File: src/rtl/spi_slave_byte_if.sv
// Pin and byte-handshake bundle for spi_slave_byte; slave modport is the target's view.
interface spi_slave_byte_if;
  logic       i_spi_clk;
  logic       i_spi_cs_n;
  logic       i_spi_mosi;
  logic       o_spi_miso;
  logic       o_spi_miso_oe;
  logic [7:0] i_tx_byte;
  logic       i_tx_dv;
  logic       o_tx_ready;
  logic       o_rx_dv;
  logic [7:0] o_rx_byte;
  logic       o_tx_underrun;

  modport slave (
    input  i_spi_clk, i_spi_cs_n, i_spi_mosi, i_tx_byte, i_tx_dv,
    output o_spi_miso, o_spi_miso_oe, o_tx_ready, o_rx_dv, o_rx_byte, o_tx_underrun
  );

  modport master (
    output i_spi_clk, i_spi_cs_n, i_spi_mosi, i_tx_byte, i_tx_dv,
    input  o_spi_miso, o_spi_miso_oe, o_tx_ready, o_rx_dv, o_rx_byte, o_tx_underrun
  );
endinterface

File: src/rtl/spi_slave_byte.sv
// SPI target: oversampled pins, MSB-first byte shifting, valid/ready TX holding register.
// Define SPI_SLAVE_UNDERRUN_EN to build the sticky TX underrun flag.
module spi_slave_byte #(
  parameter int unsigned SPI_MODE    = 3,
  parameter int unsigned SYNC_STAGES = 2
) (
  input logic             i_clk,
  input logic             i_reset_n,
  spi_slave_byte_if.slave bus
);
  localparam logic CPOL = 1'((SPI_MODE >> 1) & 32'd1);
  localparam logic CPHA = 1'(SPI_MODE & 32'd1);

  typedef enum logic {IDLE, ACTIVE} state_t;
  state_t state_q, state_d;

  logic [SYNC_STAGES-1:0] sclk_sync, cs_sync, mosi_sync;
  logic       sclk_q;
  logic       sclk_s, cs_low, mosi_s;
  logic       start, abort, active;
  logic       leading, trailing, sample_edge, shift_edge, byte_end;
  logic       load, bypass, tx_accept;
  logic [7:0] load_val;
  logic       hold_full;
  logic [7:0] hold;
  logic [7:0] tx_shift;
  logic [6:0] rx_shift;
  logic [2:0] bit_cnt;
  logic       skip_shift, load_due;
  logic       rx_dv;
  logic [7:0] rx_byte;

  assign sclk_s = sclk_sync[SYNC_STAGES-1];
  assign cs_low = !cs_sync[SYNC_STAGES-1];
  assign mosi_s = mosi_sync[SYNC_STAGES-1];

  always_ff @(posedge i_clk) begin
    if (!i_reset_n) begin
      sclk_sync <= {SYNC_STAGES{CPOL}};
      cs_sync   <= '1;
      mosi_sync <= '0;
      sclk_q    <= CPOL;
    end else begin
      sclk_sync <= {sclk_sync[SYNC_STAGES-2:0], bus.i_spi_clk};
      cs_sync   <= {cs_sync[SYNC_STAGES-2:0], bus.i_spi_cs_n};
      mosi_sync <= {mosi_sync[SYNC_STAGES-2:0], bus.i_spi_mosi};
      sclk_q    <= sclk_s;
    end
  end

  always_ff @(posedge i_clk) begin
    if (!i_reset_n) state_q <= IDLE;
    else            state_q <= state_d;
  end

  always_comb begin
    state_d = state_q;
    start   = 1'b0;
    abort   = 1'b0;
    case (state_q)
      IDLE:    if (cs_low)  begin state_d = ACTIVE; start = 1'b1; end
      ACTIVE:  if (!cs_low) begin state_d = IDLE;   abort = 1'b1; end
      default: state_d = IDLE;
    endcase
  end

  assign active      = (state_q == ACTIVE) && cs_low;
  assign leading     = active && (sclk_q == CPOL) && (sclk_s != CPOL);
  assign trailing    = active && (sclk_q != CPOL) && (sclk_s == CPOL);
  assign sample_edge = CPHA ? trailing : leading;
  assign shift_edge  = CPHA ? leading  : trailing;
  assign byte_end    = sample_edge && (bit_cnt == 3'd7);

  // CPHA=1 reloads on the first leading edge of the following byte, so a
  // frame ending with CS rise does not consume the holding register.
  assign load      = start || (CPHA ? (shift_edge && load_due) : byte_end);
  assign tx_accept = bus.i_tx_dv && !hold_full;
  assign bypass    = load && tx_accept;

  always_comb begin
    load_val = '0;
    if (hold_full)        load_val = hold;
    else if (bus.i_tx_dv) load_val = bus.i_tx_byte;
  end

  always_ff @(posedge i_clk) begin
    if (!i_reset_n) begin
      hold_full <= 1'b0;
      hold      <= '0;
    end else if (load && hold_full) begin
      hold_full <= 1'b0;
    end else if (tx_accept && !bypass) begin
      hold      <= bus.i_tx_byte;
      hold_full <= 1'b1;
    end
  end

  always_ff @(posedge i_clk) begin
    if (!i_reset_n) begin
      tx_shift   <= '0;
      rx_shift   <= '0;
      bit_cnt    <= '0;
      skip_shift <= 1'b0;
      load_due   <= 1'b0;
      rx_dv      <= 1'b0;
      rx_byte    <= '0;
    end else begin
      rx_dv <= 1'b0;
      if (abort) begin
        tx_shift   <= '0;
        bit_cnt    <= '0;
        skip_shift <= 1'b0;
        load_due   <= 1'b0;
      end else if (active) begin
        if (sample_edge) begin
          rx_shift <= {rx_shift[5:0], mosi_s};
          bit_cnt  <= bit_cnt + 3'd1;
          if (byte_end) begin
            rx_byte <= {rx_shift, mosi_s};
            rx_dv   <= 1'b1;
            if (CPHA) load_due   <= 1'b1;
            else      skip_shift <= 1'b1;
          end
        end
        if (shift_edge) begin
          if (load_due)        load_due   <= 1'b0;
          else if (skip_shift) skip_shift <= 1'b0;
          else                 tx_shift   <= {tx_shift[6:0], 1'b0};
        end
      end
      if (start) begin
        bit_cnt    <= '0;
        skip_shift <= CPHA;
        load_due   <= 1'b0;
      end
      if (load) tx_shift <= load_val;
    end
  end

`ifdef SPI_SLAVE_UNDERRUN_EN
  logic underrun_q;
  always_ff @(posedge i_clk) begin
    if (!i_reset_n)                           underrun_q <= 1'b0;
    else if (load && !hold_full && !bus.i_tx_dv) underrun_q <= 1'b1;
    else if (tx_accept)                       underrun_q <= 1'b0;
  end
  assign bus.o_tx_underrun = underrun_q;
`else
  assign bus.o_tx_underrun = 1'b0;
`endif

  // During the start cycle the MSB comes straight from the load source.
  assign bus.o_spi_miso    = cs_low && (start ? load_val[7] : tx_shift[7]);
  assign bus.o_spi_miso_oe = cs_low;
  assign bus.o_tx_ready    = !hold_full;
  assign bus.o_rx_dv       = rx_dv;
  assign bus.o_rx_byte     = rx_byte;
endmodule

File: src/flat_wrapper.sv
// flat-port wrapper written by rule: the top's interface ports become plain ports
module spi_slave_byte_flat 
#(
  parameter int unsigned SPI_MODE    = 3,
  parameter int unsigned SYNC_STAGES = 2
)
  (i_clk, i_reset_n, bus_i_spi_clk, bus_i_spi_cs_n, bus_i_spi_mosi, bus_i_tx_byte, bus_i_tx_dv, bus_o_spi_miso, bus_o_spi_miso_oe, bus_o_tx_ready, bus_o_rx_dv, bus_o_rx_byte, bus_o_tx_underrun);
  spi_slave_byte_if bus_i ();
  input logic i_clk;
  input logic i_reset_n;
  input wire logic [$bits(bus_i.i_spi_clk)-1:0] bus_i_spi_clk;
  input wire logic [$bits(bus_i.i_spi_cs_n)-1:0] bus_i_spi_cs_n;
  input wire logic [$bits(bus_i.i_spi_mosi)-1:0] bus_i_spi_mosi;
  input wire logic [$bits(bus_i.i_tx_byte)-1:0] bus_i_tx_byte;
  input wire logic [$bits(bus_i.i_tx_dv)-1:0] bus_i_tx_dv;
  output wire logic [$bits(bus_i.o_spi_miso)-1:0] bus_o_spi_miso;
  output wire logic [$bits(bus_i.o_spi_miso_oe)-1:0] bus_o_spi_miso_oe;
  output wire logic [$bits(bus_i.o_tx_ready)-1:0] bus_o_tx_ready;
  output wire logic [$bits(bus_i.o_rx_dv)-1:0] bus_o_rx_dv;
  output wire logic [$bits(bus_i.o_rx_byte)-1:0] bus_o_rx_byte;
  output wire logic [$bits(bus_i.o_tx_underrun)-1:0] bus_o_tx_underrun;
  assign bus_i.i_spi_clk = bus_i_spi_clk;
  assign bus_i.i_spi_cs_n = bus_i_spi_cs_n;
  assign bus_i.i_spi_mosi = bus_i_spi_mosi;
  assign bus_i.i_tx_byte = bus_i_tx_byte;
  assign bus_i.i_tx_dv = bus_i_tx_dv;
  assign bus_o_spi_miso = bus_i.o_spi_miso;
  assign bus_o_spi_miso_oe = bus_i.o_spi_miso_oe;
  assign bus_o_tx_ready = bus_i.o_tx_ready;
  assign bus_o_rx_dv = bus_i.o_rx_dv;
  assign bus_o_rx_byte = bus_i.o_rx_byte;
  assign bus_o_tx_underrun = bus_i.o_tx_underrun;
  spi_slave_byte #(.SPI_MODE(SPI_MODE), .SYNC_STAGES(SYNC_STAGES)) u_core (.i_clk(i_clk), .i_reset_n(i_reset_n), .bus(bus_i));
endmodule
File: config.mk
export PLATFORM = sky130hd
export DESIGN_NAME = spi_slave_byte_flat
export DESIGN_NICKNAME = d
export VERILOG_FILES = /design/src/rtl/spi_slave_byte_if.sv /design/src/rtl/spi_slave_byte.sv /design/src/flat_wrapper.sv
export SDC_FILE = /design/constraint.sdc
export NUM_CORES = 1
export LEC_CHECK = 0
export BUFFER_PORTS_ARGS = -buffer_cell sky130_fd_sc_hd__buf_4
export CAP_MARGIN = 5
export CORE_UTILIZATION = 50
export DETAILED_ROUTE_END_ITERATION = 8
export PLACE_DENSITY = 0.75
export SLEW_MARGIN = 20
export SYNTH_ARGS = -nofsm -noshare
export SYNTH_HDL_FRONTEND = slang
export SYNTH_SLANG_ARGS = --single-unit
export TNS_END_PERCENT = 50
File: constraint.sdc
create_clock -name i_clk -period 1.4 [get_ports i_clk]
set_clock_uncertainty 0.1 [all_clocks]
set_input_delay 0.21 -clock i_clk [delete_from_list [all_inputs] [get_ports i_clk]]
set_output_delay 0.21 -clock i_clk [all_outputs]
set_load 0.05 [all_outputs]
==> flow_metrics.env, run 1 <==
export IMPL_status="complete, but fails checks"
export IMPL_violations="setup timing"
export IMPL_power_internal_mw=1.922
export IMPL_cpMaxStageDelayCell="dfxtp_4"
export IMPL_hold_path_class="input port to flop"
export IMPL_core_mm2=0.003716
export IMPL_synthMuxAreaShare=0.04051
export IMPL_place_inst=301
export IMPL_synth_simple_area_share=0.2608
export IMPL_whs_ns=0.07899
export IMPL_drc=0
export IMPL_grt_use_total=0.2195
export IMPL_worstPathArrival_ns=1.36
export IMPL_die_h_um=64.88
export IMPL_vias=1664
export IMPL_cpPeakStageDelay_ns=0.37
export IMPL_syn2layout_area_growth_pct=38.61
export IMPL_grt_pass1_wl_um=7024
export IMPL_start_util=0.5320
export IMPL_die_area_mm2=0.004209
export IMPL_ys_ff_latch=46
export IMPL_path_max_fanout=4
export IMPL_crit_required_ns=1.09
export IMPL_port_buffers=25
export IMPL_io_pins=27
export IMPL_synth_most_common_cell="dfxtp_1"
export IMPL_synth_top_area_share=0.4658
export IMPL_wl_per_cell_um=13.18
export IMPL_path_delay_family="flip-flops"
export IMPL_ir_worst_vdd_v=0.0007317
export IMPL_crit_buf_inv=3
export IMPL_clockBufferDepth=2
export IMPL_die_w_um=64.88
export IMPL_syn_num_nets=234
export IMPL_end_kind="output port"
export IMPL_synthAdderAreaFrac=0.01266
export IMPL_cts_tree="built"
export IMPL_gr_total_overflow=0
export IMPL_synth_compound_area_share=0.1595
export IMPL_path_class="flop to output port"
export IMPL_combPwrFrac=0.132
export IMPL_clk_latency_ns=0.30
export IMPL_clkPwrFrac=0.329
export IMPL_num_antenna_cells=0
export IMPL_dpl_hpwl_um=2645
export IMPL_syn_area_per_cell_um2=9.068
export IMPL_synth_edf_count=0
export IMPL_finalWorstSetupSlack_ns=-0.2747
export IMPL_routed_wl_um=4203
export IMPL_synth_xor_area_frac=0.01266
export IMPL_seq_area_frac_synth=0.4658
export IMPL_final_hold_viol_count=0
export IMPL_clock_fmax_mhz=597.1
export IMPL_synth_cell_types=40
export IMPL_root_buffer="clkbuf_8"
export IMPL_crit_chain="buf_12, inv_12, a31oi_4, a211oi_4, buf_6"
export IMPL_yosys_warnings=0
export IMPL_fin_crit_ns=1.675
export IMPL_fin_cells=319
export IMPL_design_power_total_mw=2.551
export IMPL_synth_ff_type="dfxtp_1"
export IMPL_htree_num_levels=2
export IMPL_cts_sinks=46
export IMPL_cts_clk_slew_worst_paths_ns=0.08
export IMPL_synth_area_mm2=0.001977
export IMPL_gp_congestion=0.7655
export IMPL_power_switching_share=0.2463
export IMPL_power_switching_mw=0.6282
export IMPL_crit_path_start_kind="flop"
export IMPL_power_frac_seq=0.539
export IMPL_grt_pass1_vias=1618
export IMPL_antenna_found_initial=0
export IMPL_cellLeakagePower_nw=1.105
export IMPL_syn_inst=218
export IMPL_nets=286
export IMPL_grt_setup_unrepaired="true"
export IMPL_synthArstFlopShare=0
export IMPL_maxCapViolations=0
export IMPL_synthTopCellsByCount="dfxtp_1, nand2_1, nand3_1"
export IMPL_ant_nets=0
export IMPL_firstDrtPassIters=4
export IMPL_yosysTopAreaCell="dfxtp_1"
export IMPL_setup_tns_ns=-1.691
export IMPL_drt_iter0_markers=74
export IMPL_fin_crit_sh=1.196
export IMPL_grt_start_max_net_pins=38
export IMPL_layout_drive_gt1_share=0.3579
export IMPL_synth_top_family_by_area="simple AND/OR/NAND/NOR gates"
export IMPL_setup_viol=27
export IMPL_finalMaxSlewViolations=0
export IMPL_numCtsBuffers=5
export IMPL_synth_area_top_cells="dfxtp_1, nand2_1, nand3_1"
export IMPL_via_per_inst=5.216
export IMPL_place_ws_ns=-0.1411
export IMPL_power_density_mw_per_mm2=930.8
export IMPL_rows=22
worst min-delay path: stages:
cell and delay, ns:
buf_4 0.09, mux2i_1 0.06, nor2b_1 0.09
cells by family after synthesis:
| family | count (synthesis) |
|---|---|
| simple gates | 99 |
| xor+xnor | 2 |
| buf+inv | 17 |
| compound gates | 43 |
| other cells | 1 |
| mux | 8 |
| fa+ha+maj | 2 |
| flops | 46 |
repair_timing:
| item | in CTS | in global routing |
|---|---|---|
| setup buffers | 6 | 2 |
| gates resized for setup | 23 | 30 |
| cloned | 0 | 1 |
| hold buffers | 2 | 1 |
| setup endpoints to repair | 30 | 37 |
| pin swaps | 8 | 12 |
| endpoints found under the hold margin | 2 | 1 |
state kept, by name, indices dropped and copies added (netlist names), 2 cells and up:
register,flops
u_core.tx_shift,8
u_core.cs_sync,2
u_core.bus.o_rx_byte,8
u_core.rx_shift,7
u_core.hold,8
u_core.bit_cnt,3
u_core.mosi_sync,2
u_core.sclk_sync,2
power by group through the flow:
| stage | Clock, mW | Combinational, mW | Sequential (mW) |
|---|---|---|---|
| 2_1_floorplan | 0 | 0.197 | 1.40 |
| 3_3_place_gp | 0 | 0.277 | 1.41 |
| 3_5_place_dp | 0 | 0.281 | 1.41 |
| 4_1_cts | 0.847 | 0.316 | 1.37 |
| 5_1_grt | 0.909 | 0.366 | 1.38 |
| 6_report | 0.839 | 0.337 | 1.37 |
path summary, 6_finish.rpt:
check                                 startpoint                        endpoint  slack, ns  cells after the start
setup / recovery   u_core.hold_full$_SDFFE_PP0P_                  bus_o_spi_miso      -0.27                      5
hold reg to reg   u_core.sclk_sync[0]$_SDFF_PN1_  u_core.sclk_sync[1]$_SDFF_PN1_       0.31                      1
setup reg to reg  u_core.sclk_sync[1]$_SDFF_PN1_     u_core.hold[3]$_SDFFE_PN0P_      -0.12                      5
hold / removal                  bus_i_tx_byte[6]     u_core.hold[6]$_SDFFE_PN0P_       0.08                      3
layout by cell type, fill, tap and decap left out, types with 4 or more instances in the layout:
master,synthesis,routed
buf_4,2,42
nand2_1,44,40
dfxtp_1,46,40
nand3_1,20,18
a21boi_1,8,13
nor2b_1,11,10
mux2i_1,8,8
buf_6,2,8
o221a_1,6,6
clkbuf_8,0,6
nand2b_1,6,5
a21oi_1,11,5
a21oi_2,0,4
dfxtp_4,0,4
per-stage QoR:
step | util | cell area [um^2]
2_1_floorplan | - | 2052
3_3_place_gp | 0.6475 | 2406
3_5_place_dp | 0.6475 | 2406
4_1_cts | 0.7084 | 2633
5_1_grt | 0.7374 | 2740
6_report | 0.7374 | 2740
final cells by class:
type,instances,area [um^2]
multi-input cells,156,1117
repair buffers,57,505.5
clock inverters,1,5.005
flip-flops and latches,46,938.4
clock buffers,7,86.33
inverters,4,27.53
fillers,297,975.9
well taps,48,60.06
per-layer routing:
layer / vias up / part of all wire / global-route usage
met3: 6 / 0.044 / 0.07923
met1: 775 / 0.44 / 0.2424
li1: 853 / - / -
met2: 30 / 0.50 / 0.3737
met5: - / 0 / 0
met4: 0 / 0.015 / 0.09722
Note: power is estimated with default switching activity, not from simulation.
==> run 2: changes to the inputs <==
- ABC_AREA: default -> 1
- CORE_UTILIZATION: 50 -> 51
- CTS_CLUSTER_DIAMETER: default -> 200
- PLACE_DENSITY: 0.75 -> 0.76
==> flow_metrics.env, run 2 <==
export IMPL_port_buffers=25
export IMPL_power_density_mw_per_mm2=967.5
export IMPL_ant_nets=0
export IMPL_syn_inst=276
export IMPL_end_kind="output port"
export IMPL_clk_latency_ns=0.31
export IMPL_yosys_warnings=0
export IMPL_routed_wl_um=5592
export IMPL_cellLeakagePower_nw=1.424
export IMPL_grt_setup_unrepaired="true"
export IMPL_holdPathEnd="u_core.hold[0]$_SDFFE_PN0P_"
export IMPL_die_area_mm2=0.004207
export IMPL_cts_tree="built"
export IMPL_crit_required_ns=1.09
export IMPL_nets=350
export IMPL_synth_ff_type="dfxtp_1"
export IMPL_core_mm2=0.003716
export IMPL_drt_iter0_markers=184
export IMPL_grt_start_max_net_pins=19
export IMPL_design_power_total_mw=2.876
export IMPL_setup_tns_ns=-1.074
export IMPL_clock_fmax_mhz=643.8
export IMPL_syn_area_per_cell_um2=7.303
export IMPL_place_inst=362
export IMPL_io_pins=27
export IMPL_grt_pass1_vias=1667
export IMPL_grt_use_total=0.2308
export IMPL_grt_pass1_wl_um=7507
export IMPL_path_class="flop to output port"
export IMPL_synthArstFlopShare=0
export IMPL_violations="setup timing"
export IMPL_rows=22
export IMPL_yosysTopAreaCell="dfxtp_1"
export IMPL_ys_ff_latch=46
export IMPL_maxCapViolations=0
export IMPL_synth_area_top_cells="dfxtp_1, nand2_1, inv_1"
export IMPL_synth_cell_types=27
export IMPL_worstPathArrival_ns=1.24
export IMPL_whs_ns=0.1211
export IMPL_syn2layout_area_growth_pct=47.49
export IMPL_setup_viol=27
export IMPL_dpl_hpwl_um=2933
export IMPL_rr_endpoint="u_core.tx_shift[2]$_SDFFE_PN0P_"
export IMPL_final_cell_mix="nand2_1, dfxtp_1, buf_4, inv_1, nor2_1"
export IMPL_synth_area_mm2=0.002016
export IMPL_syn_num_nets=292
export IMPL_num_antenna_cells=0
export IMPL_final_hold_viol_count=0
export IMPL_firstDrtPassIters=4
export IMPL_start_util=0.5424
export IMPL_via_per_inst=5.147
export IMPL_n_fill_cell=223
export IMPL_crit_path_start_kind="flop"
export IMPL_vias=1966
export IMPL_cts_sinks=46
export IMPL_design_area_mm2=0.002973
export IMPL_gr_total_overflow=0
export IMPL_place_ws_ns=-0.01202
export IMPL_antenna_found_initial=0
export IMPL_path_max_fanout=8
export IMPL_regArea_um2=927.1
export IMPL_die_h_um=64.87
export IMPL_fin_cells=382
export IMPL_status="complete, but fails checks"
export IMPL_reg2reg_depth=9
export IMPL_root_buffer="clkbuf_8"
export IMPL_min_from="bus_i_tx_byte[0]"
export IMPL_die_w_um=64.87
export IMPL_cts_clk_slew_worst_paths_ns=0.09
export IMPL_multiInputGateArea_mm2=0.001165
export IMPL_layout_drive_gt1_share=0.4281
export IMPL_gp_congestion=0.7991
export IMPL_synth_edf_count=0
export IMPL_clockBufferDepth=2
export IMPL_seq_area_frac_synth=0.4569
export IMPL_drc=0
export IMPL_ir_worst_vdd_v=0.0006615
export IMPL_synth_top_area_share=0.4569
export IMPL_fin_util=0.8000
export IMPL_finalWorstSetupSlack_ns=-0.1534
export IMPL_numCtsBuffers=5
export IMPL_fin_crit_ns=1.553
export IMPL_whs_path_depth=5
export IMPL_synthTopCellsByCount="nand2_1, dfxtp_1, inv_1"
export IMPL_wl_per_cell_um=14.64
export IMPL_rr_startpoint="u_core.hold_full$_SDFFE_PP0P_"
export IMPL_fin_crit_sh=1.110
export IMPL_hold_path_class="input port to flop"
export IMPL_mostFrequentLayoutCell="nand2_1"
export IMPL_finalMaxSlewViolations=0
export IMPL_dpl_cell_area_mm2=0.002406
export IMPL_htree_num_levels=2
export IMPL_synth_most_common_cell="nand2_1"
export IMPL_r2r_setup_slack_ns=-0.09
-- run 2: worst max path at each step --
| stage | endpoint | depth (start not counted) | startpoint | slack, ns |
|---|---|---|---|---|
| finish | bus_o_tx_ready | 5 | u_core.hold_full$_SDFFE_PP0P_ | -0.15 |
| floorplan | bus_o_spi_miso | 5 | u_core.hold_full$_SDFFE_PP0P_ | 0.02 |
| CTS | bus_o_spi_miso | 6 | u_core.hold_full$_SDFFE_PP0P_ | -0.18 |
| global placement | bus_o_spi_miso | 6 | u_core.hold_full$_SDFFE_PP0P_ | 0.05 |
| detailed placement | bus_o_spi_miso | 6 | u_core.hold_full$_SDFFE_PP0P_ | -0.01 |
| global route | bus_o_spi_miso | 6 | u_core.hold_full$_SDFFE_PP0P_ | -0.22 |
-- run 2: logic make-up after synthesis --
logic type / count (synthesis) / share of synthesized area
other cells: 1 / 0.001860
flops: 46 / 0.4569
buf+inv: 52 / 0.1099
compound gates: 36 / 0.1037
simple gates: 139 / 0.3153
fa+ha+maj: 2 / 0.01241
-- run 2: cell type report --
cell class / instances / area share
inverter: 43 / 0.06313
clock buffer: 6 / 0.02778
tap: 48 / 0.02020
multi-input combinational: 179 / 0.3918
timing repair buffer: 59 / 0.1751
sequential: 46 / 0.3119
clock inverter: 1 / 0.01010
-- run 2: layer usage --
| layer | global-route usage | share of wire |
|---|---|---|
| met1 | 0.3105 | 0.44 |
| met2 | 0.3581 | 0.48 |
| met3 | 0.04754 | 0.048 |
| met4 | 0.09167 | 0.026 |
| met5 | 0 | 0 |
-- run 2: repair_timing --
item / in CTS / in global routing
endpoints found under the hold margin: 3 / 0
resized for setup: 11 / 87
setup buffers: 1 / 9
pin swaps: 1 / 34
setup endpoints to repair: 4 / 36
cloned: 0 / 2
hold buffers: 3 / 0
-- run 2: report_power, final --
group	switching, mW	total, mW	leakage (nW)	internal, mW
Sequential	0.0249	1.38	0.376	1.36
Clock	0.450	1.02	0.0573	0.571
Combinational	0.272	0.475	0.990	0.202
-- run 2: critical path: stages (launching register included) --
cell,delay [ns]
dfxtp_2,0.36
inv_4,0.05
buf_4,0.13
buf_6,0.11
buf_8,0.13
buf_8,0.15
==> run 3: changes to the inputs <==
- CORE_UTILIZATION: 51 -> 37
- PLACE_DENSITY: 0.76 -> 0.54
- TNS_END_PERCENT: 50 -> default
==> flow_metrics.env, run 3 (synthesis gave the netlist of run 2 again) <==
export IMPL_n_fill_cell=508
export IMPL_layout_drive_gt1_share=0.3212
export IMPL_final_cell_mix="nand2_1, buf_4, dfxtp_1, inv_1, nor2_1"
export IMPL_worstPathArrival_ns=1.25
export IMPL_fin_util=0.5237
export IMPL_whs_ns=0.1047
export IMPL_syn2layout_area_growth_pct=34.39
export IMPL_fin_crit_ns=1.564
export IMPL_finalWorstSetupSlack_ns=-0.1644
export IMPL_firstDrtPassIters=4
export IMPL_cp_endpoint="bus_o_spi_miso"
export IMPL_power_density_mw_per_mm2=954.9
export IMPL_cp_depth=6
export IMPL_power_internal_mw=1.880
export IMPL_grt_setup_unrepaired="true"
export IMPL_rows=26
export IMPL_fin_cells=400
export IMPL_crit_chain="inv_4, nand2_4, o22ai_4, nand2_2, o21ai_4, buf_8"
export IMPL_drt_iter0_markers=98
export IMPL_numCtsBuffers=5
export IMPL_cpPeakStageDelay_ns=0.34
export IMPL_wl_per_cell_um=11.05
export IMPL_crit_path_start_kind="flop"
export IMPL_final_hold_viol_count=0
export IMPL_drc=0
export IMPL_grt_pass1_wl_um=6906
export IMPL_vias=1807
export IMPL_rr_startpoint="u_core.hold_full$_SDFFE_PP0P_"
export IMPL_crit_buf_inv=2
export IMPL_grt_pass1_vias=1481
export IMPL_path_class="flop to output port"
export IMPL_routed_wl_um=4420
export IMPL_rr_endpoint="u_core.tx_shift[1]$_SDFFE_PN0P_"
export IMPL_cts_sinks=46
export IMPL_clk_latency_ns=0.30
export IMPL_htree_num_levels=2
export IMPL_reg2reg_depth=10
export IMPL_dpl_hpwl_um=2983
export IMPL_cts_tree="built"
export IMPL_via_per_inst=4.518
export IMPL_root_buffer="clkbuf_8"
export IMPL_ant_nets=0
export IMPL_power_switching_mw=0.7066
export IMPL_path_max_fanout=3
export IMPL_violations="setup timing"
export IMPL_cellLeakagePower_nw=1.319
export IMPL_grt_use_total=0.1586
export IMPL_multiInputGateArea_um2=974.7
export IMPL_port_buffers=25
export IMPL_grt_start_max_net_pins=16
export IMPL_place_ws_ns=-0.03315
export IMPL_core_mm2=0.005172
export IMPL_fin_crit_sh=1.117
export IMPL_die_h_um=75.81
export IMPL_status="complete, but fails checks"
export IMPL_setup_tns_ns=-0.7408
export IMPL_finalMaxSlewViolations=0
export IMPL_design_area_mm2=0.002709
export IMPL_place_inst=382
export IMPL_combPwrFrac=0.150
export IMPL_antenna_found_initial=0
export IMPL_mostFrequentLayoutCell="nand2_1"
export IMPL_clkPwrFrac=0.317
export IMPL_io_pins=27
export IMPL_ir_worst_vdd_v=0.0005472
export IMPL_path_delay_family="flip-flops"
export IMPL_gr_total_overflow=0
export IMPL_power_switching_share=0.2732
export IMPL_crit_required_ns=1.09
export IMPL_cts_clk_slew_worst_paths_ns=0.09
export IMPL_clock_fmax_mhz=639.2
export IMPL_end_kind="output port"
export IMPL_regArea_um2=927.1
export IMPL_cpMaxStageDelayCell="dfxtp_2"
export IMPL_start_util=0.3897
export IMPL_cp_startpoint="u_core.hold_full$_SDFFE_PP0P_"
export IMPL_clockBufferDepth=2
export IMPL_num_antenna_cells=0
export IMPL_dpl_cell_area_mm2=0.002406
export IMPL_hold_path_class="input port to flop"
export IMPL_die_w_um=75.81
export IMPL_r2r_setup_slack_ns=-0.10
export IMPL_gp_congestion=0.7726
export IMPL_maxCapViolations=0
export IMPL_design_power_total_mw=2.587
export IMPL_nets=345
export IMPL_die_area_mm2=0.005747
export IMPL_setup_viol=10
export IMPL_power_frac_seq=0.532
-- run 3: cell count changes in the layout (fill, tap and decap cells not counted), sizes merged --
| cell | previous run | this run |
|---|---|---|
| buf | 56 | 51 |
| bufinv | 1 | 0 |
| clkbuf | 6 | 5 |
| clkinv | 1 | 3 |
| clkinvlp | 1 | 2 |
-- run 3: final cells by class --
class                      instances  area share
tap                               70     0.03233
clock buffer                       5     0.02540
timing repair buffer              54      0.1667
sequential                        46      0.3423
multi-input combinational        179      0.3598
inverter                          43     0.06559
clock inverter                     3    0.007852
-- run 3: repair_timing --
action                                 CTS  global route
endpoints found under the hold margin    3             0
buffers inserted                         3             3
cloned                                   0             1
setup endpoints to repair               11            39
hold buffers                             3             0
pin swaps                                2             6
gates resized for setup                 12            18
-- run 3: metal layers --
| metal | GRT usage | share of wire | up-vias |
|---|---|---|---|
| met4 | 0.04321 | 0.014 | 0 |
| met3 | 0.04894 | 0.044 | 8 |
| met2 | 0.2212 | 0.41 | 39 |
| li1 | - | - | 959 |
| met1 | 0.2333 | 0.53 | 801 |
| met5 | 0 | 0 | - |
-- run 3: worst min path at each step --
stage                     cells after the start                         endpoint                           start
after floorplan                               2   u_core.mosi_sync[0]$_SDFF_PN0_                  bus_i_spi_mosi
after global placement                        1   u_core.sclk_sync[1]$_SDFF_PN1_  u_core.sclk_sync[0]$_SDFF_PN1_
after detailed placement                      2   u_core.mosi_sync[1]$_SDFF_PN0_  u_core.mosi_sync[0]$_SDFF_PN0_
after CTS                                     3  u_core.tx_shift[7]$_SDFFE_PN0P_                       i_reset_n
after global routing                          3  u_core.tx_shift[4]$_SDFFE_PN0P_                       i_reset_n
final                                         3  u_core.tx_shift[7]$_SDFFE_PN0P_                       i_reset_n
-- run 3: worst min-delay path, delay by kind of cell --
kind	cells	cell delay (ns)
buffers and inverters	1	0.15
and+or+nand+nor	2	0.10
-- run 3: power groups by stage --
| stage | registers [mW] | logic (mW) | clock network [mW] |
|---|---|---|---|
| after global placement | 1.40 | 0.313 | 0 |
| after detailed placement | 1.41 | 0.314 | 0 |
| after global routing | 1.38 | 0.427 | 0.903 |
| after CTS | 1.38 | 0.352 | 0.851 |
| final | 1.38 | 0.389 | 0.821 |
| after floorplan | 1.40 | 0.217 | 0 |
